### config.mk
export PLATFORM = sky130hd
export DESIGN_NAME = pipe_stage_skid
export DESIGN_NICKNAME = d
export VERILOG_FILES = /design/src/rtl/pipe_stage_skid_pkg.sv /design/src/rtl/pipe_sat_counter.sv /design/src/rtl/pipe_stage_skid.sv
export SDC_FILE = /design/constraint.sdc
export NUM_CORES = 1
export LEC_CHECK = 0
export BUFFER_PORTS_ARGS = -buffer_cell sky130_fd_sc_hd__buf_2
export CAP_MARGIN = 20
export CORE_MARGIN = 1
export CORE_UTILIZATION = 58
export CTS_CLUSTER_DIAMETER = 200
export DETAILED_ROUTE_END_ITERATION = 8
export PLACE_DENSITY = 0.83
export SLEW_MARGIN = 0
export SYNTH_ARGS = -nofsm -noshare
export SYNTH_HDL_FRONTEND = slang
export SYNTH_SLANG_ARGS = --single-unit
### constraint.sdc
create_clock -name clk -period 3.5 [get_ports clk]
set_input_delay 0.175 -clock clk [delete_from_list [all_inputs] [get_ports clk]]
set_output_delay 0.175 -clock clk [all_outputs]
set_load 0.005 [all_outputs]
### src/rtl/pipe_stage_skid_pkg.sv
// Shared constants for the pipeline-stage skid register and its helpers.
package pipe_stage_skid_pkg;

  localparam int XLEN_DEF     = 64;
  localparam int INST_LEN_DEF = 32;

  // pc value presented while the stage holds a bubble
  localparam logic [63:0] PIPE_BUBBLE_PC = 64'h0;

  // width of the packed {pc, instr, side} payload vector
  function automatic int payload_w(input int xlen, input int inst_len, input int side_w);
    return xlen + inst_len + side_w;
  endfunction

endpackage

### src/rtl/pipe_sat_counter.sv
// Saturating up-counter for performance-debug events; never wraps.
module pipe_sat_counter #(
  parameter int CNT_W = 16
) (
  input  logic             clk,
  input  logic             rst,
  input  logic             inc,
  output logic [CNT_W-1:0] cnt
);

  // count events, sticking at all-ones; only reset clears
  always_ff @(posedge clk) begin
    if (rst) begin
      cnt <= '0;
    end else if (inc && (cnt != '1)) begin
      cnt <= cnt + CNT_W'(1);
    end
  end

endmodule

### src/rtl/pipe_stage_skid.sv
// Valid/ready pipeline stage with a 2-entry skid buffer. M drives the
// outputs, S catches the one entry that can arrive while M is stalled, so
// in_ready is a pure register view and never sees out_ready combinationally.
module pipe_stage_skid
  import pipe_stage_skid_pkg::*;
#(
  parameter int XLEN        = XLEN_DEF,
  parameter int INST_LEN    = INST_LEN_DEF,
  parameter int SIDE_W      = 8,
  parameter int CNT_W       = 16,
  parameter bit ZERO_BUBBLE = 1'b1
) (
  input  logic                clk,
  input  logic                rst,
  input  logic                flush,
  input  logic                in_valid,
  output logic                in_ready,
  input  logic [XLEN-1:0]     in_pc,
  input  logic [INST_LEN-1:0] in_instr,
  input  logic [SIDE_W-1:0]   in_side,
  output logic                out_valid,
  input  logic                out_ready,
  output logic [XLEN-1:0]     out_pc,
  output logic [INST_LEN-1:0] out_instr,
  output logic [SIDE_W-1:0]   out_side,
  output logic [1:0]          occupancy,
  output logic [CNT_W-1:0]    stall_cnt
);

  localparam int PAYLOAD_W = payload_w(XLEN, INST_LEN, SIDE_W);

  logic                 m_valid;
  logic                 s_valid;
  logic [PAYLOAD_W-1:0] m_data;
  logic [PAYLOAD_W-1:0] s_data;
  logic [PAYLOAD_W-1:0] in_data;
  logic [PAYLOAD_W-1:0] out_data;
  logic                 in_fire;
  logic                 out_fire;

  assign in_data  = {in_pc, in_instr, in_side};
  assign in_ready = ~s_valid;
  assign in_fire  = in_valid & in_ready;
  assign out_fire = m_valid & out_ready;

  // main/skid registers; S is always the younger entry
  always_ff @(posedge clk) begin
    if (rst || flush) begin
      m_valid <= 1'b0;
      s_valid <= 1'b0;
      m_data  <= '0;
      s_data  <= '0;
    end else if (!m_valid) begin
      if (in_fire) begin
        m_valid <= 1'b1;
        m_data  <= in_data;
      end
    end else if (out_fire) begin
      if (s_valid) begin
        // in_ready was low, so nothing new can arrive this cycle
        m_data  <= s_data;
        s_valid <= 1'b0;
        s_data  <= '0;
      end else if (in_fire) begin
        m_data <= in_data;
      end else begin
        // keep m_data so ZERO_BUBBLE=0 can show the last entry
        m_valid <= 1'b0;
      end
    end else if (in_fire) begin
      s_valid <= 1'b1;
      s_data  <= in_data;
    end
  end

  // present M, or a zeroed bubble when configured and M is empty
  always_comb begin
    out_data = m_data;
    if (ZERO_BUBBLE && !m_valid) begin
      out_data = {XLEN'(PIPE_BUBBLE_PC), {INST_LEN{1'b0}}, {SIDE_W{1'b0}}};
    end
  end

  assign out_valid = m_valid;
  assign out_pc    = out_data[PAYLOAD_W-1 -: XLEN];
  assign out_instr = out_data[SIDE_W +: INST_LEN];
  assign out_side  = out_data[SIDE_W-1:0];
  assign occupancy = {1'b0, m_valid} + {1'b0, s_valid};

  pipe_sat_counter #(
    .CNT_W (CNT_W)
  ) u_stall_cnt (
    .clk (clk),
    .rst (rst),
    .inc (m_valid & ~out_ready),
    .cnt (stall_cnt)
  );

endmodule

==> results of run 1 <==
[layout by cell type (no fill, tap or decap), drive strengths merged, types with 6 or more instances in the layout]
cell type	Yosys	routed
buf	54	243
dfxtp	226	226
nand2	213	213
nor2	211	211
a21oi	121	121
and2	105	105
dlygate4sd3	0	105
nand3	103	103
a311oi	99	99
clkbuf	63	34
o21ai	9	9
or3	8	8
nand4	6	6
[sequential cells by signal, summed over array words and instances, names as in the netlist]
signal,count
m_data,104
s_data,104
u_stall_cnt.cnt,16
out_valid,1
s_valid,1
[worst max-delay path by stage]
stage                         endpoint  slack (ns)
finish                     out_side[7]        0.82
detailed placement          s_data[28]        1.13
floorplan           u_stall_cnt.cnt[1]        1.79
global route               out_side[7]        0.70
CTS                        out_side[7]        0.85
global placement            s_data[20]        1.16
[report_power, final]
| part | switching, mW | total [mW] | internal [mW] |
|---|---|---|---|
| sequential | 0.0462 | 2.69 | 2.65 |
| combinational | 0.310 | 0.544 | 0.234 |
| clock | 0.988 | 2.66 | 1.67 |
| total | 1.34 | 5.89 | 4.55 |
[cell usage after synthesis (all sizes together), types with 3 or more instances]
cell type  count
nor3           5
o31ai          5
and3           3
nand2        213
a311oi        99
a21oi        121
clkbuf        63
dfxtp        226
or4            5
buf           54
o22ai          5
nor2         211
o21ai          9
and2         105
nand4          6
or3            8
inv            3
nand3        103
nor2b          3
[cell type report]
| type | instances | share of cell area (%) |
|---|---|---|
| Tap cell | 220 | 2.16 |
| Multi-Input combinational cell | 916 | 37.2 |
| Antenna cell | 2 | 0.0394 |
| Inverter | 3 | 0.0885 |
| Clock inverter | 7 | 1.06 |
| Timing Repair Buffer | 348 | 18.3 |
| Sequential cell | 226 | 35.6 |
| Clock buffer | 34 | 5.48 |
[routing by layer]
metal | track usage, % | vias to the layer above
li1 | - | 4834
met1 | 39.3 | 4671
met2 | 52.4 | 458
met3 | 4.27 | 94
met4 | 14.3 | 0
met5 | 0 | -
[cells by family (layout without fill, tap and decap cells)]
kind of cell | after synthesis | in the layout | synth area share [%]
AO/OA/AOI/OAI | 242 | 242 | 16.8
XOR/XNOR | 1 | 1 | 0.0896
adder cells (fa/ha/maj) | 2 | 2 | 0.256
buffers and inverters | 120 | 392 | 5.72
flip-flops | 226 | 226 | 46.3
multiplexers | 2 | 2 | 0.217
other | 0 | 2 | 0
AND/OR/NAND/NOR | 669 | 669 | 30.7
[critical path, delay by kind of cell (launching register included)]
kind / cells / cell delay (ns)
AND/OR/NAND/NOR: 1 / 0.28
buffers and inverters: 2 / 1.00
flip-flops: 1 / 0.65
==> impl_metrics.json, run 1 <==
{
  "run_status": "completed",
  "hold_slack_ns": 0.0601,
  "timing.clock.skew_ns": 0.00955,
  "ios": 233,
  "path_max_fanout": 112,
  "grt-ovfl-total": 0,
  "synth_edf_count": 0,
  "critPathCaptureType": "primary output",
  "layout.filler_cells": 1151,
  "dieHeight_um": 132,
  "power.density_cell_area_nw_per_um2": 463,
  "rsz_0062_raised_after_global_routing": "false",
  "detailroute.via_count": 10100,
  "netlist_top_cells_area": "sky130_fd_sc_hd__dfxtp_1, sky130_fd_sc_hd__a311oi_1, sky130_fd_sc_hd__nand2_1, sky130_fd_sc_hd__nor2_1, sky130_fd_sc_hd__and2_1",
  "num-nets-final": 1629,
  "final-setup-viol-count": 0,
  "fp.dieW_um": 132,
  "worst_setup_path_start_kind": "register",
  "grt_max_degree": 204,
  "first_pass_iters": 5,
  "cts.reportedPaths.clkPinSlew_ns": 0.06,
  "detailedPlacementHpwl_mm": 14.6,
  "routed_wirelength_mm": 28.0,
  "post_cts_resize_count": 0,
  "synth_cell_type_count": 34,
  "syn-instance-count": 1262,
  "maxClockFrequency_mhz": 374,
  "gpl.final_weighted_congestion": 0.796,
  "die_area_um2": 17400,
  "first_pass_grt_wire_length_mm": 45.2,
  "timing.reg2reg.setup_slack_ns": 1.07,
  "footprint_of_the_multi_input_gates_um2": 4730,
  "synth.net_count": 1373,
  "metal1_wirelength_mm": 11.3,
  "route.met2.wl_mm": 13.7,
  "tritoncts_sinks": 226,
  "buffer_ports.inserted": 232,
  "num_rows": 47,
  "route.detailed.vias_per_inst": 5.73,
  "timing.setup.critical_path_class": "reg2out",
  "synthesized_area_um2": 9780,
  "post-synth-top-area-fraction_pct": 46.3,
  "async_flop_share_pct": 0,
  "max-cap-violations": 0,
  "routed_wire_length_per_instance_um": 16.0,
  "tritoncts.num_buffers": 23,
  "routed.top_layer": "met4",
  "hold-path-endpoint": "u_stall_cnt.cnt[0]",
  "slew_headroom_pct": 22.2,
  "finalCritPeriodShare_pct": 76.5,
  "timing.critical_path.slowest_stage_cell": "sky130_fd_sc_hd__buf_4",
  "number_of_placed_cells_counting_well_taps": 1608,
  "crit-reg2reg-capture": "s_data[63]",
  "starting_density_of_the_core_pct": 59.2,
  "synthesis.area_per_instance_um2": 7.75,
  "post_cts_buffers": 0,
  "ys_warn_count": 0,
  "timing.final.hold_violations": 0,
  "antenna_violations_before_repair": 2,
  "clock-root-buffer": "sky130_fd_sc_hd__clkbuf_16",
  "drv_slew": 0,
  "drcViolationCount": 0,
  "synth_area_leader_cell": "sky130_fd_sc_hd__dfxtp_1",
  "via_count_of_the_first_global_routing_pass": 9358,
  "ys_seq_area_share_pct": 46.3,
  "ant_nets": 0,
  "area_used_by_sequential_logic_in_the_layout_um2": 4530,
  "first_iter_violations": 953,
  "setup_ws_ns": 0.824,
  "p_leak_nw": 5.39,
  "pre_cts_ws_ns": 1.13,
  "htreeDepth": 1,
  "place_area_um2": 10800,
  "min_delay_path_depth": 2,
  "reg2reg_depth": 5,
  "worst_r2r_startpoint": "out_valid",
  "worst_path_largest_cell_delay_ns": 0.86,
  "min_from": "rst",
  "critPathRequiredTime_ns": 3.32,
  "worst_setup_sp": "out_valid",
  "worst_vdd_drop_mv": 0.578,
  "setup-tns-final_ns": 0,
  "postLayoutCoreUtil_pct": 77.0,
  "max-clock-path-buffers": 3,
  "layout_min_cycle_time_ns": 2.68,
  "grt_util_all_layers_pct": 31.0,
  "min_path_type": "in2reg",
  "core_area_um2": 16500,
  "fraction_of_final_layout_cells_sized_beyond_drive_strength_1_pct": 19.0,
  "path_cells": "buf_4 > and2_1 > buf_2",
  "yosys_most_used_dff": "sky130_fd_sc_hd__dfxtp_1",
  "final_instance_count_without_filler_cells": 1756,
  "areaGrowthSynthToFinish_pct": 30.1,
  "cts_hold_repair.buffers": 105,
  "ff_latch_count_synth": 226,
  "critPathArrivalTime_ns": 2.50,
  "met3WireLength_mm": 1.84,
  "insertion_delay_ns": 0.50,
  "cts_tree": "yes",
  "timing_worst_slew_pin_value_ns": 1.17,
  "stdcell_area_um2": 12700,
  "p_total_mw": 5.89
}
Note: power is estimated with default switching activity, not from simulation.
==> inputs of run 2 (changes only) <==
Settings changed: CORE_UTILIZATION 58 to 54, PLACE_DENSITY 0.83 to 0.78.
Clock period 3.5 ns to 2.65 ns, I/O delays scaled along.
==> impl_metrics.json, run 2 (same netlist as run 1, synthesis figures left out) <==
{
  "place_area_um2": 10900,
  "run_status": "completed",
  "p_total_mw": 7.58,
  "power_switching_share_pct": 24.1,
  "worst_setup_path_start_kind": "register",
  "comb_power_share_pct": 9.6,
  "critPathRequiredTime_ns": 3.05,
  "stdcell_area_um2": 12700,
  "setup-tns-final_ns": 0,
  "detailroute.via_count": 9872,
  "power.density_cell_area_nw_per_um2": 596,
  "number_of_placed_cells_counting_well_taps": 1616,
  "path_max_fanout": 211,
  "grt-ovfl-total": 0,
  "max-cap-violations": 0,
  "cts_hold_repair.buffers": 106,
  "timing_worst_slew_pin_value_ns": 0.831,
  "insertion_delay_ns": 0.51,
  "routed_wirelength_mm": 27.8,
  "p_leak_nw": 5.40,
  "cts_tree": "yes",
  "p_int_mw": 5.76,
  "drv_slew": 0,
  "total_switching_power_mw": 1.83,
  "final_instance_count_without_filler_cells": 1765,
  "detailedPlacementHpwl_mm": 14.7,
  "buffer_ports.inserted": 232,
  "num-nets-final": 1634,
  "first_iter_violations": 820,
  "first_pass_iters": 5,
  "htreeDepth": 1,
  "clock_power_share_pct": 43.7,
  "antenna_violations_before_repair": 0,
  "post_cts_buffers": 0,
  "cts.reportedPaths.clkPinSlew_ns": 0.06,
  "worst_vdd_drop_mv": 0.607,
  "dieHeight_um": 137,
  "starting_density_of_the_core_pct": 56.0,
  "maxClockFrequency_mhz": 465,
  "grt_util_all_layers_pct": 29.3,
  "areaGrowthSynthToFinish_pct": 30.2,
  "rsz_0062_raised_after_global_routing": "false",
  "ios": 233,
  "mostFrequentLayoutCell": "sky130_fd_sc_hd__buf_2",
  "gpl.final_weighted_congestion": 0.888,
  "finalCritPeriodShare_pct": 81.1,
  "grt_max_degree": 212,
  "num_rows": 48,
  "clock-root-buffer": "sky130_fd_sc_hd__clkbuf_16",
  "postLayoutCoreUtil_pct": 72.9,
  "critPathCaptureType": "register",
  "reg.largest.list": "m_data (104), s_data (104), u_stall_cnt.cnt (16)",
  "core_area_um2": 17500,
  "route.detailed.vias_per_inst": 5.59,
  "timing.reg2reg.setup_slack_ns": 0.50,
  "critPathArrivalTime_ns": 2.55,
  "max-clock-path-buffers": 3,
  "ant_nets": 0,
  "drcViolationCount": 0,
  "slew_headroom_pct": 44.6,
  "first_pass_grt_wire_length_mm": 44.5,
  "timing.final.hold_violations": 0,
  "top_library_cells_by_usage_in_the_layout_fill_and_taps_aside": "sky130_fd_sc_hd__buf_2, sky130_fd_sc_hd__dfxtp_1, sky130_fd_sc_hd__nand2_1, sky130_fd_sc_hd__nor2_1, sky130_fd_sc_hd__a21oi_1",
  "p_seq_share_pct": 46.7,
  "fp.dieW_um": 137,
  "final-setup-viol-count": 0,
  "fraction_of_final_layout_cells_sized_beyond_drive_strength_1_pct": 19.2,
  "timing.clock.skew_ns": 0.0147,
  "via_count_of_the_first_global_routing_pass": 9409,
  "layout.filler_cells": 1346,
  "post_cts_resize_count": 0,
  "layout_min_cycle_time_ns": 2.15,
  "die_area_um2": 18700,
  "timing.setup.critical_path_class": "reg2reg",
  "routed_wire_length_per_instance_um": 15.8,
  "tritoncts.num_buffers": 24,
  "tritoncts_sinks": 226,
  "min_path_type": "in2reg"
}
-- run 2: worst paths after layout --
kind,start,to,depth (start not counted)
max,out_valid,u_stall_cnt.cnt[14],4
min,out_ready,out_valid,4
max reg2reg,out_valid,u_stall_cnt.cnt[14],4
min reg2reg,s_data[38],s_data[38],2
-- run 2: power by group through the flow --
stage / registers [mW] / logic, mW / clock network [mW]
after global placement: 3.61 / 0.588 / 0
after global routing: 3.55 / 0.809 / 3.47
after floorplan: 3.60 / 0.393 / 0
after CTS: 3.54 / 0.719 / 3.35
final: 3.54 / 0.732 / 3.31
after detailed placement: 3.62 / 0.594 / 0
-- run 2: cell type report --
cell class	count	area (um^2)	share of cell area, %
multi-input combinational	916	4730	37.2
inverter	3	11.3	0.0884
antenna	1	2.50	0.0197
sequential	226	4530	35.6
clock buffer	35	744	5.85
clock inverter	7	41.3	0.324
timing repair buffer	352	2390	18.8
tap	225	282	2.21
-- run 2: through the flow --
stage	setup slack, ns	hold WS (ns)
after floorplan	0.940	0.271
after global placement	0.565	0.387
after detailed placement	0.496	0.393
after CTS	0.480	0.0640
after global routing	0.339	0.132
final	0.500	0.0672
-- run 2: layer usage --
layer | up-vias | global-route usage, % | share of wire (%)
li1 | 4849 | - | -
met1 | 4558 | 36.7 | 42
met2 | 392 | 50.3 | 49
met3 | 73 | 4.19 | 6.4
met4 | 0 | 12.1 | 3.2
met5 | - | 0 | 0
-- run 2: worst max-delay path, stage by stage (launching register included) --
cell and delay (ns):
sky130_fd_sc_hd__dfxtp_4 0.37, sky130_fd_sc_hd__buf_12 0.57, sky130_fd_sc_hd__nand2b_1 0.29, sky130_fd_sc_hd__nor4_1 0.39, sky130_fd_sc_hd__mux2_2 0.37
==> inputs of run 3 (changes only) <==
Clock period 2.65 ns to 2.24 ns, I/O delays scaled along.
==> impl_metrics.json, run 3 (same netlist as run 1, synthesis figures left out) <==
{
  "run_status": "completed",
  "worst_setup_path_start_kind": "register",
  "p_seq_share_pct": 46.0,
  "rsz_0062_raised_after_global_routing": "false",
  "timing.clock.skew_ns": 0.00574,
  "worst_setup_sp": "out_valid",
  "crit-reg2reg-capture": "m_data[99]",
  "endpoint": "occupancy[0]",
  "postLayoutCoreUtil_pct": 73.5,
  "path_cells": "clkbuf_8 > ha_1 > buf_2",
  "route.detailed.vias_per_inst": 5.62,
  "clock_power_share_pct": 44.3,
  "num_rows": 48,
  "power_switching_share_pct": 23.5,
  "final_instance_count_without_filler_cells": 1770,
  "grt-ovfl-total": 0,
  "cts_tree": "yes",
  "timing.reg2reg.setup_slack_ns": 0.14,
  "drcViolationCount": 0,
  "metal1_wirelength_mm": 11.5,
  "layout_min_cycle_time_ns": 2.13,
  "cts.reportedPaths.clkPinSlew_ns": 0.06,
  "route.met2.wl_mm": 13.6,
  "hold_slack_ns": 0.0245,
  "first_iter_violations": 794,
  "fp.dieW_um": 137,
  "buffer_ports.inserted": 232,
  "setup-tns-final_ns": 0,
  "routed.top_layer": "met4",
  "timing_worst_slew_pin_value_ns": 0.790,
  "clock-root-buffer": "sky130_fd_sc_hd__clkbuf_16",
  "p_int_mw": 6.98,
  "fraction_of_final_layout_cells_sized_beyond_drive_strength_1_pct": 19.4,
  "first_pass_grt_wire_length_mm": 44.8,
  "p_leak_nw": 5.45,
  "timing.critical_path.slowest_stage_cell": "sky130_fd_sc_hd__clkbuf_8",
  "routed_wire_length_per_instance_um": 16.0,
  "grt_util_all_layers_pct": 29.6,
  "critical-path-top-delay-family": "buffers and inverters",
  "htreeDepth": 1,
  "routed_wirelength_mm": 28.3,
  "stdcell_area_um2": 12800,
  "via_count_of_the_first_global_routing_pass": 9201,
  "worst_vdd_drop_mv": 0.705,
  "maxClockFrequency_mhz": 470,
  "finalCritPeriodShare_pct": 95.0,
  "final-setup-viol-count": 0,
  "worst_r2r_startpoint": "s_valid",
  "slew_headroom_pct": 47.3,
  "drv_slew": 0,
  "critical_path_depth": 3,
  "core_area_um2": 17500,
  "num-nets-final": 1639,
  "detailedPlacementHpwl_mm": 15.1,
  "grt_max_degree": 126,
  "number_of_placed_cells_counting_well_taps": 1619,
  "first_pass_iters": 5,
  "max-cap-violations": 0,
  "critPathArrivalTime_ns": 2.01,
  "die_area_um2": 18700,
  "place_area_um2": 11000,
  "max-clock-path-buffers": 3,
  "crit_buf_inv": 2,
  "critPathRequiredTime_ns": 2.13,
  "tritoncts.num_buffers": 24,
  "setup_ws_ns": 0.113,
  "total_switching_power_mw": 2.14,
  "dieHeight_um": 137,
  "met3WireLength_mm": 1.85,
  "insertion_delay_ns": 0.51,
  "path_max_fanout": 125,
  "ios": 233,
  "power.density_cell_area_nw_per_um2": 710,
  "comb_power_share_pct": 9.7,
  "top_library_cells_by_usage_in_the_layout_fill_and_taps_aside": "sky130_fd_sc_hd__buf_2, sky130_fd_sc_hd__dfxtp_1, sky130_fd_sc_hd__nand2_1, sky130_fd_sc_hd__nor2_1, sky130_fd_sc_hd__a21oi_1",
  "areaGrowthSynthToFinish_pct": 31.4,
  "timing.final.hold_violations": 0,
  "timing.setup.critical_path_class": "reg2out",
  "ant_nets": 0,
  "reg2reg_depth": 6,
  "gpl.final_weighted_congestion": 0.891,
  "tritoncts_sinks": 226,
  "worst_path_largest_cell_delay_ns": 0.59,
  "critPathCaptureType": "primary output",
  "pre_cts_ws_ns": 0.105,
  "starting_density_of_the_core_pct": 56.0,
  "p_total_mw": 9.12,
  "detailroute.via_count": 9944,
  "mostFrequentLayoutCell": "sky130_fd_sc_hd__buf_2",
  "reg.largest.list": "m_data (104), s_data (104), u_stall_cnt.cnt (16)",
  "antenna_violations_before_repair": 1,
  "min_path_type": "in2reg"
}
## run 3: cell count changes in the layout (fill, tap and decap cells not counted), moves of 2 or more
cell                        delta
sky130_fd_sc_hd__buf_12        +4
sky130_fd_sc_hd__bufinv_16     +2
sky130_fd_sc_hd__clkbuf_1      +2
sky130_fd_sc_hd__clkinv_2      -2
## run 3: worst min-delay path by stage
| stage | from | to | slack [ns] | cells after the start |
|---|---|---|---|---|
| floorplan | in_side[0] | s_data[0] | 0.25 | 2 |
| CTS | rst | u_stall_cnt.cnt[9] | 0.004 | 3 |
| global placement | in_pc[58] | s_data[98] | 0.37 | 3 |
| finish | rst | u_stall_cnt.cnt[9] | 0.02 | 3 |
| detailed placement | in_side[5] | s_data[5] | 0.37 | 3 |
| global route | rst | u_stall_cnt.cnt[9] | 0.02 | 3 |
## run 3: area by class of cell
cell class / count / area, um^2
multi-input combinational: 916 / 4730
fill: 1299 / 4630
sequential: 226 / 4530
timing repair buffer: 357 / 2480
clock buffer: 36 / 727
tap: 225 / 282
clock inverter: 6 / 80.1
inverter: 3 / 11.3
antenna: 1 / 2.50
## run 3: repair_timing
action,in CTS,in global routing
hold buffers,105,0
cloned,0,0
endpoints found under the setup margin,70,5
setup buffers,0,3
resized for setup,1,1
endpoints found under the hold margin,209,0
pin swaps,0,1
## run 3: power by group through the flow
stage	registers, mW	logic (mW)	clock network, mW
3_3_place_gp	4.27	0.707	0
2_1_floorplan	4.26	0.465	0
3_5_place_dp	4.28	0.714	0
6_report	4.19	0.884	4.04
4_1_cts	4.19	0.862	4.09
5_1_grt	4.21	0.970	4.25
## run 3: worst min-delay path, stage by stage
cell,delay [ns]
sky130_fd_sc_hd__buf_2,0.10
sky130_fd_sc_hd__buf_4,0.21
sky130_fd_sc_hd__a21oi_1,0.05
## run 3: layer usage
| layer | track usage [%] | vias up |
|---|---|---|
| li1 | - | 4859 |
| met1 | 36.4 | 4558 |
| met2 | 50.1 | 427 |
| met3 | 4.33 | 100 |
| met4 | 15.9 | 0 |
| met5 | 0 | - |
